**config.mk**
```make
export PLATFORM = sky130hd
export DESIGN_NAME = add_pipe
export DESIGN_NICKNAME = d
export VERILOG_FILES = /design/src/rtl/add_pkg.sv /design/src/rtl/add_slice.sv /design/src/rtl/add_pipe.sv
export SDC_FILE = /design/constraint.sdc
export NUM_CORES = 1
export LEC_CHECK = 0
export CAP_MARGIN = 25
export CORE_ASPECT_RATIO = 1.75
export CORE_MARGIN = 8
export CORE_UTILIZATION = 40
export CTS_CLUSTER_SIZE = 25
export DETAILED_ROUTE_END_ITERATION = 10
export DONT_BUFFER_PORTS = 1
export PLACE_DENSITY = 0.56
export SLEW_MARGIN = 20
export SYNTH_ARGS = -nofsm -noshare
export SYNTH_HDL_FRONTEND = slang
export SYNTH_HIERARCHICAL = 1
export SYNTH_SLANG_ARGS = --single-unit
```
**constraint.sdc**
```tcl
create_clock -name clk -period 12.5 [get_ports clk]
set_clock_uncertainty 0.15 [all_clocks]
set_input_delay 3.125 -clock clk [delete_from_list [all_inputs] [get_ports clk]]
set_output_delay 3.125 -clock clk [all_outputs]
set_load 0.1 [all_outputs]
```
**src/rtl/add_pkg.sv**
```systemverilog
// Shared types and helpers for the pipelined add/subtract unit (add_pipe).
// Used by both flag builds (ADD_PIPE_FLAGS_EN defined or not).
package add_pkg;

    typedef enum logic {
        ADD = 1'b0,
        SUB = 1'b1
    } add_op_e;

    // A zero stage count yields the full width so the top-level range check can report it.
    function automatic int unsigned slice_width(input int unsigned bit_width,
                                                input int unsigned num_stages);
        return (num_stages == 0) ? bit_width : bit_width / num_stages;
    endfunction

endpackage

```
**src/rtl/add_slice.sv**
```systemverilog
// Combinational Width-bit adder slice used by each add_pipe stage.
// The zero output exists only when ADD_PIPE_FLAGS_EN is defined.
module add_slice #(
    parameter int unsigned Width = 8
) (
    input  logic [Width-1:0] a,
    input  logic [Width-1:0] b,
    input  logic             cin,
    output logic [Width-1:0] y,
    output logic             cout
`ifdef ADD_PIPE_FLAGS_EN
    ,
    output logic             zero
`endif
);

    always_comb begin
        {cout, y} = {1'b0, a} + {1'b0, b} + {{Width{1'b0}}, cin};
    end

`ifdef ADD_PIPE_FLAGS_EN
    assign zero = (y == '0);
`endif

endmodule

```
**src/rtl/add_pipe.sv**
```systemverilog
// Pipelined add/subtract: the carry chain is cut into NumStages registered slices.
// Define ADD_PIPE_FLAGS_EN to build the overflow/zero flag logic; otherwise both tie to 0.
module add_pipe
    import add_pkg::*;
#(
    parameter int unsigned BitWidth  = 32,
    parameter int unsigned NumStages = 4
) (
    input  logic                clk,
    input  logic                rst,
    input  logic                in_valid,
    output logic                in_ready,
    input  logic [BitWidth-1:0] a,
    input  logic [BitWidth-1:0] b,
    input  logic                cin,
    input  add_op_e             sub,
    output logic                out_valid,
    input  logic                out_ready,
    output logic [BitWidth-1:0] y,
    output logic                cout,
    output logic                overflow,
    output logic                zero
);

    localparam int unsigned W = slice_width(BitWidth, NumStages);

    if ((NumStages < 1) || (W * NumStages != BitWidth)) begin : g_bad_cfg
        $error("add_pipe: BitWidth must be a nonzero multiple of NumStages");
    end

    logic                adv;
    logic [BitWidth-1:0] b_eff;
    logic                c0;

    logic [NumStages-1:0] vld_q, vld_d;
    logic [BitWidth-1:0]  a_q [NumStages];
    logic [BitWidth-1:0]  a_d [NumStages];
    logic [BitWidth-1:0]  b_q [NumStages];
    logic [BitWidth-1:0]  b_d [NumStages];
    logic [BitWidth-1:0]  y_q [NumStages];
    logic [BitWidth-1:0]  y_d [NumStages];
    logic                 c_q [NumStages];
    logic                 c_d [NumStages];

`ifdef ADD_PIPE_FLAGS_EN
    logic z_q [NumStages];
    logic z_d [NumStages];
    logic ov_q, ov_d;
`endif

    assign b_eff = (sub == SUB) ? ~b : b;
    assign c0    = cin ^ (sub == SUB);

    // Single advance enable: the whole pipe moves or the whole pipe holds.
    assign adv       = !vld_q[NumStages-1] || out_ready;
    assign in_ready  = adv;
    assign out_valid = vld_q[NumStages-1];
    assign y         = y_q[NumStages-1];
    assign cout      = c_q[NumStages-1];

    for (genvar k = 0; k < NumStages; k++) begin : g_stage
        logic [BitWidth-1:0] src_a, src_b, src_y, nxt_y;
        logic                src_v, src_c, sl_co;
        logic [W-1:0]        sl_y;
`ifdef ADD_PIPE_FLAGS_EN
        logic                src_z, sl_z;
`endif

        if (k == 0) begin : g_head
            assign src_v = in_valid;
            assign src_a = a;
            assign src_b = b_eff;
            assign src_c = c0;
            assign src_y = '0;
        end else begin : g_body
            assign src_v = vld_q[k-1];
            assign src_a = a_q[k-1];
            assign src_b = b_q[k-1];
            assign src_c = c_q[k-1];
            assign src_y = y_q[k-1];
        end

        add_slice #(
            .Width(W)
        ) u_slice (
            .a   (src_a[k*W +: W]),
            .b   (src_b[k*W +: W]),
            .cin (src_c),
            .y   (sl_y),
            .cout(sl_co)
`ifdef ADD_PIPE_FLAGS_EN
            ,
            .zero(sl_z)
`endif
        );

        // Lower slices finished by earlier stages ride along; this stage fills its own slice.
        always_comb begin
            nxt_y = src_y;
            nxt_y[k*W +: W] = sl_y;
        end

        assign vld_d[k] = src_v;
        assign a_d[k]   = src_a;
        assign b_d[k]   = src_b;
        assign y_d[k]   = nxt_y;
        assign c_d[k]   = sl_co;

`ifdef ADD_PIPE_FLAGS_EN
        if (k == 0) begin : g_zhead
            assign src_z = 1'b1;
        end else begin : g_zbody
            assign src_z = z_q[k-1];
        end
        assign z_d[k] = src_z & sl_z;

        if (k == NumStages - 1) begin : g_ovf
            assign ov_d = (src_a[BitWidth-1] == src_b[BitWidth-1]) &&
                          (sl_y[W-1] != src_a[BitWidth-1]);
        end
`endif
    end

    always_ff @(posedge clk) begin
        if (rst) begin
            vld_q <= '0;
            for (int k = 0; k < NumStages; k++) begin
                a_q[k] <= '0;
                b_q[k] <= '0;
                y_q[k] <= '0;
                c_q[k] <= 1'b0;
            end
        end else if (adv) begin
            vld_q <= vld_d;
            for (int k = 0; k < NumStages; k++) begin
                a_q[k] <= a_d[k];
                b_q[k] <= b_d[k];
                y_q[k] <= y_d[k];
                c_q[k] <= c_d[k];
            end
        end
    end

`ifdef ADD_PIPE_FLAGS_EN
    always_ff @(posedge clk) begin
        if (rst) begin
            ov_q <= 1'b0;
            for (int k = 0; k < NumStages; k++) begin
                z_q[k] <= 1'b0;
            end
        end else if (adv) begin
            ov_q <= ov_d;
            for (int k = 0; k < NumStages; k++) begin
                z_q[k] <= z_d[k];
            end
        end
    end

    assign overflow = ov_q;
    assign zero     = z_q[NumStages-1];
`else
    assign overflow = 1'b0;
    assign zero     = 1'b0;
`endif

endmodule

```
==> results.txt <==
- Port buffering added 0 buffers.
- Most numerous cell in the Yosys netlist: sky130_fd_sc_hd__edfxtp_1
- The tightest min-delay check is of the flip-flop to flip-flop type.
* Chip Width: 129 um
* Resize count post-CTS: 0
- Dividing total power by cell area gives a power density of 151 nW/um^2.
- The clock passes through at most 2 buffers.
* DR WL/cell: 17.2 um
* Fraction of synthesized cell area taken by the top area cell type: 0.610
* WP data required: 9.22 ns
* Chain of cells forming the critical path: nor2b_4 -> inv_2
- Register clock-pin slew on the reported worst setup and hold paths: 0.07 ns
* Final worst path period need: 7.59 ns
- Counting buffers and inverters, the worst setup path is 2 cells deep.
- Static leakage: 3.58 nW
* Via count: between 4k and 5k
* CTS tree: built
- Post-route DRC: 0
- Setup TNS Final: 0 ns
- Measured in cells, the most critical reg-to-reg path has a length of 4.
- Worst r2r src: vld_q[3]
- NumNets Final: ~710
- For this block, the initial DRC count from the detailed router was 314.
* I/O pins: roughly 110
- The hold violation total from the final report came to 0.
* Final core utilization: 0.436
- Initial Util: 0.405
* Global-route wire length before repair: 24,700 um
- Measured against its own limit, the worst slew margin works out to 0.332.
* Remaining global-route overflow: 0
- Largest net degree at the start of global routing: between 150 and 200
- Clock buffer count from CTS: 17
* Peak supply drop: 0.0834 mV
- Die Height: ~210 um
- Post-Route Hold Slack: 0.312 ns
* Max-slew violations: 0
* Async S/R FF share, synth: 0
* Core Rows: 72
- Sequential element share of the synthesized area: 0.619
- Average cell area after synthesis: 14.3 um^2
- Area of the die: 27,400 um^2
* Worst-path cell with the longest stage delay: sky130_fd_sc_hd__nor2b_4
* Post-synthesis sequential element count: 184
* Worst min-delay path startpoint: vld_q[2]
- Switching power as a share of total power: 0.238
* Post-CTS setup repair buffer count: 0
- Library cell with the largest summed area after synthesis: sky130_fd_sc_hd__edfxtp_1
- The critical path is of the input pin to output port type.
- Least-Margin Pin Slew: 1.00 ns
- List of most frequent post-synthesis cells: sky130_fd_sc_hd__edfxtp_1 (180), sky130_fd_sc_hd__nor3b_1 (157), sky130_fd_sc_hd__xnor2_1 (32)
- Cell area after layout: 9530 um^2
* Cell family with most CP delay: simple AND/OR/NAND/NOR gates
- Core box area: 21,900 um^2
- Post-detailed-route via-to-cell ratio: 5.19
* Area occupied by registers: approximately 5500 um^2
- Number of sinks driven by the clock tree: 184
* Status: complete, no violations
- Once detailed placement completed, the half-perimeter wirelength came to between 9000 and 10,000 um.
* Total GRT Usage: 0.117
- After filler insertion, the fill cell instance count of the layout stands at 1,993.
- After clock tree synthesis, the flow added hold-fix buffers numbering 0.
- The first detailed-routing pass took 4 iterations.
- Most used DFF post-synth: sky130_fd_sc_hd__edfxtp_1
* Number of synthesized flops with an enable pin: 180
* Crit path launch: out_ready
- During synthesis, Yosys emitted a total of 6 warnings.
- Once detail routing completed, the nets flagged for antenna violations numbered 0.
* Setup violators final: 0
- The via count of the first global-routing pass came to between 4k and 5k.
- Initial antenna violation count: 0
- In the final layout, the share of cells above drive strength 1 is 0.0767.
- Placed instance area: 8950 um^2
- The number of buffers and inverters on the critical path is 1.
* Routability Congestion: 0.758
- Switching power: 341 uW
- RSZ-0062 raised after global routing: no
- Endpoint arrival time on the critical path: 4.32 ns
- The clock reaches the later pin of the worst-skew pair after approximately 0.43 ns.
- Relative to the synthesized area, the layout overhead comes to 7.61%.
* Achievable clock frequency: 132 MHz
* Combinational share of power: 0.081
* Design internal power: 1.09 mW
- The root buffer cell chosen for the clock tree is sky130_fd_sc_hd__clkbuf_16.
- Gate count of the mapped netlist: approximately 620
* Part of the total power dissipated in the clock network: 0.373
- The H-tree generated during clock tree synthesis spans 4 levels.
- Yosys attributes the largest share of cell area to sky130_fd_sc_hd__edfxtp_1 (61%), sky130_fd_sc_hd__nor3b_1 (13%), sky130_fd_sc_hd__ha_1 (4.0%).
- In the finished design, the share of the clock period the worst path needs comes to 0.607.
- Summed over all layers, the routed wires come to 15,600 um.
- For this run, the slowest stage of the critical path takes 0.70 ns.
- Capturing element type of the critical path: output port
- In this run the worst path has a maximum fanout of 37.
- Sequential fraction of design power: 0.547
- The worst hold path passes through 2 cells.
* Category of the worst setup path launch point: input pin
- The repair_antennas step left the layout with diodes totalling 0.
- In the final layout, the multi-input gates occupy slightly below 3000 um^2.
- Max Cap Viol: 0
- Area of the mapped netlist: 8860 um^2
- Library cells used by synthesis: 42
## power groups by stage
stage / clock (mW) / sequential (mW) / combinational, mW
6_report: 0.535 / 0.785 / 0.116
3_3_place_gp: 0 / 0.798 / 0.112
2_1_floorplan: 0 / 0.794 / 0.111
4_1_cts: 0.550 / 0.786 / 0.117
5_1_grt: 0.570 / 0.789 / 0.129
3_5_place_dp: 0 / 0.799 / 0.116
## sequential cells by signal (all words and copies together) (netlist names)
register,cells
a_q,48
c_q,4
vld_q,4
b_q,48
y_q,80
## metal layers
layer | up-vias | wire [um] | GRT usage
met5 | - | 0 | 0
met4 | 0 | 255 | 0.0481
met3 | 17 | 796 | 0.0400
met2 | 89 | 8350 | 0.206
met1 | 2314 | 6200 | 0.124
li1 | 2298 | - | -
## final timing paths
kind	endpoint	slack, ns
max	in_ready	4.91
min	vld_q[3]	0.31
max reg2reg	y_q[0][75]	8.76
min reg2reg	vld_q[3]	0.31
## cell usage in the layout (no fill, tap or decap), types with 4 or more instances in the layout
cell and n:
sky130_fd_sc_hd__nor3b_1 157, sky130_fd_sc_hd__ha_1 28, sky130_fd_sc_hd__mux2i_1 4, sky130_fd_sc_hd__a311o_1 7
sky130_fd_sc_hd__inv_2 4, sky130_fd_sc_hd__a21oi_1 17, sky130_fd_sc_hd__edfxtp_1 180, sky130_fd_sc_hd__nand2b_1 5
sky130_fd_sc_hd__xnor2_1 32, sky130_fd_sc_hd__dfxtp_1 4, sky130_fd_sc_hd__o21ai_0 5, sky130_fd_sc_hd__nor2b_1 5
sky130_fd_sc_hd__a21o_1 7, sky130_fd_sc_hd__o21bai_1 4, sky130_fd_sc_hd__nand2_1 10, sky130_fd_sc_hd__nor4_1 4
sky130_fd_sc_hd__clkbuf_16 17, sky130_fd_sc_hd__inv_1 11, sky130_fd_sc_hd__fa_1 8, sky130_fd_sc_hd__a21oi_2 4
sky130_fd_sc_hd__xor2_1 17, sky130_fd_sc_hd__nand3_1 7, sky130_fd_sc_hd__nor3_1 29, sky130_fd_sc_hd__nor2_1 4
## cell families after synthesis
family / synth area share
fa+ha+maj: 0.0576
xor+xnor: 0.0484
simple gates: 0.177
other cells: 0.000423
buf+inv: 0.0472
compound gates: 0.0458
flops: 0.619
mux: 0.00452
## through the flow
stage / std cells / setup WS (ns) / total power [mW]
finish: 909 / 4.91 / 1.44
global route: 909 / 4.79 / 1.49
global placement: 875 / 4.89 / 0.910
CTS: 909 / 4.86 / 1.45
detailed placement: 877 / 4.86 / 0.915
floorplan: 622 / 4.13 / 0.905
## final cells by class
type,instances,area share
well taps,296,0.0388
multi-input cells,377,0.311
inverters,15,0.00591
clock inverters,10,0.0126
flip-flops and latches,184,0.575
clock buffers,22,0.0487
repair buffers,5,0.00735
## worst min-delay path, stage by stage, from the launching register on
cell	delay, ns
sky130_fd_sc_hd__dfxtp_1	0.32
sky130_fd_sc_hd__inv_1	0.05
sky130_fd_sc_hd__a21oi_1	0.05
Power figures use the tool's default switching activity.
